==> config.mk <==
export PLATFORM = sky130hd
export DESIGN_NAME = sdram_host_arb
export DESIGN_NICKNAME = d
export VERILOG_FILES = /design/src/rtl/sdram_host_arb_pkg.sv /design/src/rtl/sdram_host_arb_wdog.sv /design/src/rtl/sdram_host_arb.sv
export SDC_FILE = /design/constraint.sdc
export NUM_CORES = 1
export LEC_CHECK = 0
export ABC_AREA = 1
export CORE_UTILIZATION = 42
export CTS_CLUSTER_DIAMETER = 80
export DETAILED_ROUTE_END_ITERATION = 10
export GPL_TIMING_DRIVEN = 0
export PLACE_DENSITY = 0.92
export SETUP_SLACK_MARGIN = 0.3
export SYNTH_ARGS = -nofsm -noshare
export SYNTH_HDL_FRONTEND = slang
export SYNTH_SLANG_ARGS = --single-unit
==> constraint.sdc <==
create_clock -name clk -period 1.8 [get_ports clk]
set_clock_uncertainty 0.05 [all_clocks]
set_input_delay 0.45 -clock clk [delete_from_list [all_inputs] [get_ports clk]]
set_output_delay 0.45 -clock clk [all_outputs]
set_load 0.02 [all_outputs]
==> src/rtl/sdram_host_arb_pkg.sv <==
// sdram_host_arb_pkg: shared state encodings and constants for the host port arbiter
package sdram_host_arb_pkg;
  typedef enum logic [1:0] {
    ARB_IDLE    = 2'd0,
    ARB_ISSUE   = 2'd1,
    ARB_RELEASE = 2'd2
  } arb_state_t;
  localparam logic ARB_PA = 1'b0;
  localparam logic ARB_PB = 1'b1;
  localparam logic [15:0] TMO_RDAT = 16'hFFFF;
endpackage

==> src/rtl/sdram_host_arb_wdog.sv <==
// sdram_host_arb_wdog: clearable up-counter flagging the last allowed ISSUE cycle
module sdram_host_arb_wdog #(
  parameter int TMO = 255,
  localparam int W = $clog2(TMO + 1)
) (
  input  logic clk,
  input  logic _rst,
  input  logic clr,
  input  logic en,
  output logic tc
);
  logic [W-1:0] cnt_q, cnt_d;
  // cnt_q holds (ISSUE cycle number - 1), so tc marks the TMO-th cycle; holding at tc avoids wrap
  always_comb begin
    tc = cnt_q == W'(TMO - 1);
    cnt_d = clr ? '0 : (en && !tc) ? cnt_q + 1'b1 : cnt_q;
  end
  // counter register
  always_ff @(posedge clk or negedge _rst)
    if (!_rst) cnt_q <= '0;
    else cnt_q <= cnt_d;
endmodule

==> src/rtl/sdram_host_arb.sv <==
// sdram_host_arb: round-robin sharing of the sdram_ctrl host port between two requesters
module sdram_host_arb
  import sdram_host_arb_pkg::*;
#(
  parameter int AW  = 22,
  parameter int TMO = 255
) (
  input  logic          clk,
  input  logic          _rst,
  input  logic          a_req,
  input  logic          a_we,
  input  logic [AW-1:1] a_adr,
  input  logic [1:0]    a_bs,
  input  logic [15:0]   a_wdat,
  output logic [15:0]   a_rdat,
  output logic          a_ack,
  output logic          a_err,
  input  logic          b_req,
  input  logic          b_we,
  input  logic [AW-1:1] b_adr,
  input  logic [1:0]    b_bs,
  input  logic [15:0]   b_wdat,
  output logic [15:0]   b_rdat,
  output logic          b_ack,
  output logic          b_err,
  output logic          host_cs,
  output logic [AW-1:0] host_adr,
  output logic          host_we,
  output logic [1:0]    host_bs,
  output logic [15:0]   host_wdat,
  input  logic [15:0]   host_rdat,
  input  logic          host_ack,
  output logic          tmo_flag
);
  arb_state_t    state_q, state_d;
  logic          last_q, last_d, gnt_q, gnt_d, we_q, we_d;
  logic [AW-1:1] adr_q, adr_d;
  logic [1:0]    bs_q, bs_d;
  logic [15:0]   wdat_q, wdat_d, a_rdat_q, a_rdat_d, b_rdat_q, b_rdat_d, nrd;
  logic          a_ack_q, a_ack_d, b_ack_q, b_ack_d, a_err_q, a_err_d, b_err_q, b_err_d;
  logic          tmo_q, tmo_d, pick, grant, done, upd, wd_tc;

  sdram_host_arb_wdog #(.TMO(TMO)) u_wdog (
    .clk(clk), ._rst(_rst), .clr(grant), .en(state_q == ARB_ISSUE), .tc(wd_tc)
  );

  // grant selection, latching of the winner, completion/abort and result routing
  always_comb begin
    pick     = (a_req && b_req) ? ~last_q : b_req;
    grant    = state_q == ARB_IDLE && (a_req || b_req);
    done     = state_q == ARB_ISSUE && (host_ack || wd_tc);
    nrd      = host_ack ? host_rdat : TMO_RDAT;
    upd      = done && !(host_ack && we_q);
    state_d  = grant ? ARB_ISSUE : done ? ARB_RELEASE : state_q == ARB_RELEASE ? ARB_IDLE : state_q;
    last_d   = grant ? pick : last_q;
    gnt_d    = grant ? pick : gnt_q;
    we_d     = grant ? (pick ? b_we : a_we) : we_q;
    adr_d    = grant ? (pick ? b_adr : a_adr) : adr_q;
    bs_d     = grant ? (pick ? b_bs : a_bs) : bs_q;
    wdat_d   = grant ? (pick ? b_wdat : a_wdat) : wdat_q;
    a_rdat_d = (upd && gnt_q == ARB_PA) ? nrd : a_rdat_q;
    b_rdat_d = (upd && gnt_q == ARB_PB) ? nrd : b_rdat_q;
    a_ack_d  = done && gnt_q == ARB_PA;
    b_ack_d  = done && gnt_q == ARB_PB;
    a_err_d  = a_ack_d && !host_ack;
    b_err_d  = b_ack_d && !host_ack;
    tmo_d    = tmo_q || (done && !host_ack);
  end

  // state registers; last starts at B so A wins the first tie
  always_ff @(posedge clk or negedge _rst)
    if (!_rst) begin
      state_q  <= ARB_IDLE;
      last_q   <= ARB_PB;
      gnt_q    <= ARB_PA;
      we_q     <= 1'b0;
      adr_q    <= '0;
      bs_q     <= '0;
      wdat_q   <= '0;
      a_rdat_q <= '0;
      b_rdat_q <= '0;
      a_ack_q  <= 1'b0;
      b_ack_q  <= 1'b0;
      a_err_q  <= 1'b0;
      b_err_q  <= 1'b0;
      tmo_q    <= 1'b0;
    end else begin
      state_q  <= state_d;
      last_q   <= last_d;
      gnt_q    <= gnt_d;
      we_q     <= we_d;
      adr_q    <= adr_d;
      bs_q     <= bs_d;
      wdat_q   <= wdat_d;
      a_rdat_q <= a_rdat_d;
      b_rdat_q <= b_rdat_d;
      a_ack_q  <= a_ack_d;
      b_ack_q  <= b_ack_d;
      a_err_q  <= a_err_d;
      b_err_q  <= b_err_d;
      tmo_q    <= tmo_d;
    end

  // host_cs decodes straight from state so an async reset drops it immediately
  always_comb begin
    host_cs   = state_q == ARB_ISSUE;
    host_adr  = {1'b0, adr_q};
    host_we   = we_q;
    host_bs   = bs_q;
    host_wdat = wdat_q;
    a_rdat    = a_rdat_q;
    b_rdat    = b_rdat_q;
    a_ack     = a_ack_q;
    b_ack     = b_ack_q;
    a_err     = a_err_q;
    b_err     = b_err_q;
    tmo_flag  = tmo_q;
  end
endmodule

# == Yosys cells after proc, flatten, opt, wreduce, memory -nomap -nowiden ==
# Cells that the tools add are included.
# totals
regBits,89
latch_bits,0
ram_bits,0
romBits,0
input_bits,101
out_inout_bits,79
wordCells,54
memories,0
# classes
n_addsub,1
n_mul,0
div_mod_pow,0
n_lt_le_gt_ge,0
n_eq_ne,3
shifts,0
muxes,11
bitwise_logic,2
n_reduce_logical,22
# op_table
cell,n
$mux W16,2
$mux W21,1
$mux W8,2
$logic_and A1 B1 Y1,13
$add A8 B1 Y8 const B,1
$eq A8 B8 Y1 const B,1
$mux W2,4
$logic_not A1 Y1,3
$logic_or A1 B1 Y1,3
$reduce_bool A3 Y1,1
$eq A2 B1 Y1 const B,1
$eq A2 B2 Y1 const B,1
$logic_not A2 Y1,1
$mux W1,2
$not A1 Y1,2
$reduce_bool A2 Y1,1

# == Depth between registers and ports, before layout ==
# logic_depth
depth_word,5
mapped_depth,10
mapped_depth_nobuf,10

# == Hierarchy ==
# From an unflattened synthesis, not the netlist that was laid out.
# unflattened
cells_unflattened,583
area_unflattened_um2,4428.0
# by_module_without_submodules
mod,n_inst,cells_per_inst,area_each_um2,seq_area_each_um2
sdram_host_arb,1,512,3915.0,2028.2
sdram_host_arb_wdog,1,71,513.0,200.2

# == Least setup slack after synthesis ==
# OpenSTA, ideal clock, no wires.
# synth_path
kind,register to register
start,register u_wdog.cnt_q[0]
end,"register a_rdat_q[0], in the netlist a_rdat[0]"
setup_ps,119
arrival_ps,1357
required_ps,1631
path_slack_ps,275
stages_incl_launch_ff,11
n_path_buf,1
synth_period_minus_slack_ps,1525
path_cell_list,dfrtp_1 -> inv_1 -> ha_1 -> nand2_1 -> nor2_1 -> nand2_2 -> nand2_2 -> nand4_4 -> buf_2 -> nand2_1 -> nand2_1
# synth_between
elab_chain_len,5
# synth_lines
element,line_no,rtl
start: declaration,sdram_host_arb_wdog.sv:12,"logic [W-1:0] cnt_q, cnt_d;"
start signal: assignment,sdram_host_arb_wdog.sv:21,else cnt_q <= cnt_d;
$eq A8 B8 Y1,sdram_host_arb_wdog.sv:15,tc = cnt_q == W'(TMO - 1);
$logic_or A1 B1 Y1,sdram_host_arb.sv:51,done = state_q == ARB_ISSUE && (host_ack || wd_tc);
$logic_and A1 B1 Y1,sdram_host_arb.sv:51,
$logic_and A1 B1 Y1,sdram_host_arb.sv:53,upd = done && !(host_ack && we_q);
$logic_and A1 B1 Y1,sdram_host_arb.sv:61,a_rdat_d = (upd && gnt_q == ARB_PA) ? nrd : a_rdat_q;
end signal: assignment,sdram_host_arb.sv:95,a_rdat_q <= a_rdat_d;
end: declaration,sdram_host_arb.sv:39,"logic [15:0] wdat_q, wdat_d, a_rdat_q, a_rdat_d, b_rdat_q, b_rdat_d, nrd;"
# Every way passes these cells.
# A chain may end at the register's enable or synchronous reset.

# == Worst setup path in the final report ==
# layout_path
start,input host_ack
end,"register a_rdat_q[6], in the netlist a_rdat[6]"
# layout_between
elab_chain_len,4
elab_cells_between_ends,7
classes_between,mux (1); reduce/logical (6)
# layout_lines
element,line_no,rtl
start: declaration,sdram_host_arb.sv:32,"input logic host_ack,"
$logic_or A1 B1 Y1 / $logic_and A1 B1 Y1 (equally long branches),"sdram_host_arb.sv:51, sdram_host_arb.sv:53",
$logic_and A1 B1 Y1 / $logic_not A1 Y1 (equally long branches),"sdram_host_arb.sv:51, sdram_host_arb.sv:53",
$logic_and A1 B1 Y1,sdram_host_arb.sv:53,
$logic_and A1 B1 Y1,sdram_host_arb.sv:61,
# Several ways; a longest one is shown, not always the timed one.

==> metrics.yaml <==
rows: 35
portBuffers: 178
grt_pass1_vias: 4424
hp-class: "flop to flop"
dr.pass1.iters: 5
p_seq_share_pct: 32.1
layout-drive-gt1-share_pct: 36.5
antenna_cells: 0
regArea_um2: 2230
fp.dieH_um: 100
cp-start-kind: "input port"
routed_wirelength_mm: 13.8
post_drt_wl_per_cell_um: 16.6
final.fill_count: 676
post-route-period-util_pct: 90.5
yosysSeqAreaShare_pct: 54.7
coreArea_um2: 9330
crit_arrival_ns: 1.84
cts_tree: "built"
fin_tns_setup_ns: 0
yosys_register_bits: 89
max-vdd-ir-drop_v: 0.000817
critPathCaptureType: "flop"
final_common_cell: "clkdlybuf4s50_1"
drt_iter0_drc: 248
report.final.slew_viol_count: 0
path_clk_slew_ns: 0.10
setup_viol: 0
path_cells: "clkdlybuf4s50_1 -> inv_2 -> clkbuf_1 -> or2_2 -> nand4_1 -> nand2_1"
grt_max_degree: 65
synth.distinct_cells: 28
swShare_pct: 44.5
period_minus_slack_ns: 1.63
syn_area_per_cell_um2: 8.54
root_buffer: "clkbuf_8"
intPower_mw: 6.18
fp.dieW_um: 100
antenna_left: 0
cp_max_fo: 10
fin_area_um2: 6700
pwr-share-clk_pct: 14.2
grt.total_usage_pct: 26.2
dpl.hpwl_mm: 9.15
total_power_mw: 11.1
whs_ns: 0.435
viasPerCell: 5.22
grt_overflow: 0
syn_inst: 477
crit_required_ns: 2.01
p_leak_nw: 3.22
ioPinCount: 180
maxCapViolCount: 0
synthFlopType: "dfrtp_1"
rsz0062_at_grt: "true"
numCtsBuffers: 9
initial_core_util_pct: 43.7
placed_cell_area_um2: 6050
combPwrFrac_pct: 53.7
cp_slowest_cell: "clkdlybuf4s50_1"
remaining_drc_errors: 0
worstSetupPathType: "input port to flop"
p_switching_mw: 4.96
netlist_area_um2: 4070
numClockSinks: 89
crit_buf_inv: 3
die-area_um2: 10100
nNetsFinal: 800
cp_top_family: "buffers and inverters"
antenna_found_initial: 0
htree_levels: 3
clockBufferDepth: 2
synth-edff-count: 0
final-hold-violation-count: 0
insertion_delay_ns: 0.37
syn2layout_area_growth_pct: 64.5
power.density_nw_per_um2: 1660
ys_warn_count: 0
cpPeakStageDelay_ns: 0.49
layout_common_cells: "clkdlybuf4s50_1 (97), dfrtp_1 (87), nand2_1 (83)"
syn_nets: 580
status: "complete, no violations"
max_freq_mhz: 614
vias: 4339
multi_input_area_um2: 1940
async_flop_share_pct: 100
grt_pass1_wl_mm: 20.5
gp_congestion: 0.855
final cells by class:
cell class	instances	share of cell area, %
buffer	31	3.81
clock buffer	9	1.85
clock inverter	7	1.53
inverter	16	1.08
multi-input combinational	341	29.0
sequential	89	33.3
tap	129	2.41
timing repair buffer	209	27.1
metal layers:
layer | GRT usage [%] | wire [um] | up-vias
met1 | 30.0 | 5150 | 2066
met2 | 46.4 | 7200 | 216
met3 | 6.10 | 1010 | 41
li1 | - | - | 2016
met4 | 11.9 | 427 | 0
met5 | 0 | 0 | -
cell families after synthesis:
family	after synthesis	synth area share [%]
buffers and inverters	47	5.22
flip-flops	89	54.7
other	1	0.0921
AND/OR/NAND/NOR	246	27.4
AO/OA/AOI/OAI	89	11.3
XOR/XNOR	3	0.645
adder cells (fa/ha/maj)	2	0.614
synth_stat cells, types with 4 or more instances:
library cell  count  share of area (%)
nand2_1         131                 12
dfrtp_1          88                 54
o21ai_0          80                9.8
nor2_1           53                4.9
nand4_1          34                5.2
clkbuf_1         18                1.7
or2_2            16                2.5
inv_1            13                1.2
buf_2             8               0.98
o21ai_1           7               0.86
nand3_1           4               0.49
worst reg2reg max path: stages, from the launching register on:
cell and delay, ns:
dfrtp_1 0.40, inv_2 0.08, ha_4 0.14, nand2_4 0.05, nor2_4 0.12, nand2_4 0.09
a21oi_4 0.17, buf_4 0.16, buf_6 0.11, nand4_1 0.11, nand2_1 0.10
power groups by stage:
stage	combinational, mW	sequential (mW)	clock (mW)
floorplan	1.74	4.43	0
global placement	5.09	3.45	0
detailed placement	5.29	3.49	0
CTS	4.91	3.42	1.59
global route	6.43	3.66	1.69
finish	5.99	3.57	1.58
per-stage QoR:
step	std cells	setup slack [ns]	utilization, %
6_report	831	0.171	71.8
4_1_cts	819	0.168	66.0
2_1_floorplan	477	0.305	-
3_5_place_dp	785	-0.488	64.9
5_1_grt	831	0.106	71.8
3_3_place_gp	784	-2.85	64.6
sequential cells by signal (all words and copies together), names as in the netlist, 2 cells and up:
| name | cells |
|---|---|
| a_rdat | 16 |
| adr_q | 21 |
| b_rdat | 16 |
| host_bs | 2 |
| host_wdat | 16 |
| state_q | 2 |
| u_wdog.cnt_q | 8 |
repair_timing:
item,4_1_cts,5_1_grt
pin swaps,4,14
setup buffers,15,5
endpoints found under the setup margin,166,86
cloned,2,7
hold buffers,1,0
hold endpoints to repair,25,0
gates resized for setup,353,178
final timing paths:
check,startpoint,endpoint,slack [ns],cells after the start
max in group asynchronous,_rst,u_wdog.cnt_q[7]$_DFFE_PN0P_,0.56,3
worst max-delay path,host_ack,a_rdat[6]$_DFFE_PN0P_,0.17,6
worst max register to register,u_wdog.cnt_q[0]$_DFFE_PN0P_,a_rdat[6]$_DFFE_PN0P_,0.18,10
min in group asynchronous,_rst,a_rdat[7]$_DFFE_PN0P_,0.49,2
worst min-delay path,a_rdat[0]$_DFFE_PN0P_,a_rdat[0]$_DFFE_PN0P_,0.43,2
worst min register to register,a_rdat[0]$_DFFE_PN0P_,a_rdat[0]$_DFFE_PN0P_,0.43,2
Note: power is estimated with default switching activity, not from simulation.
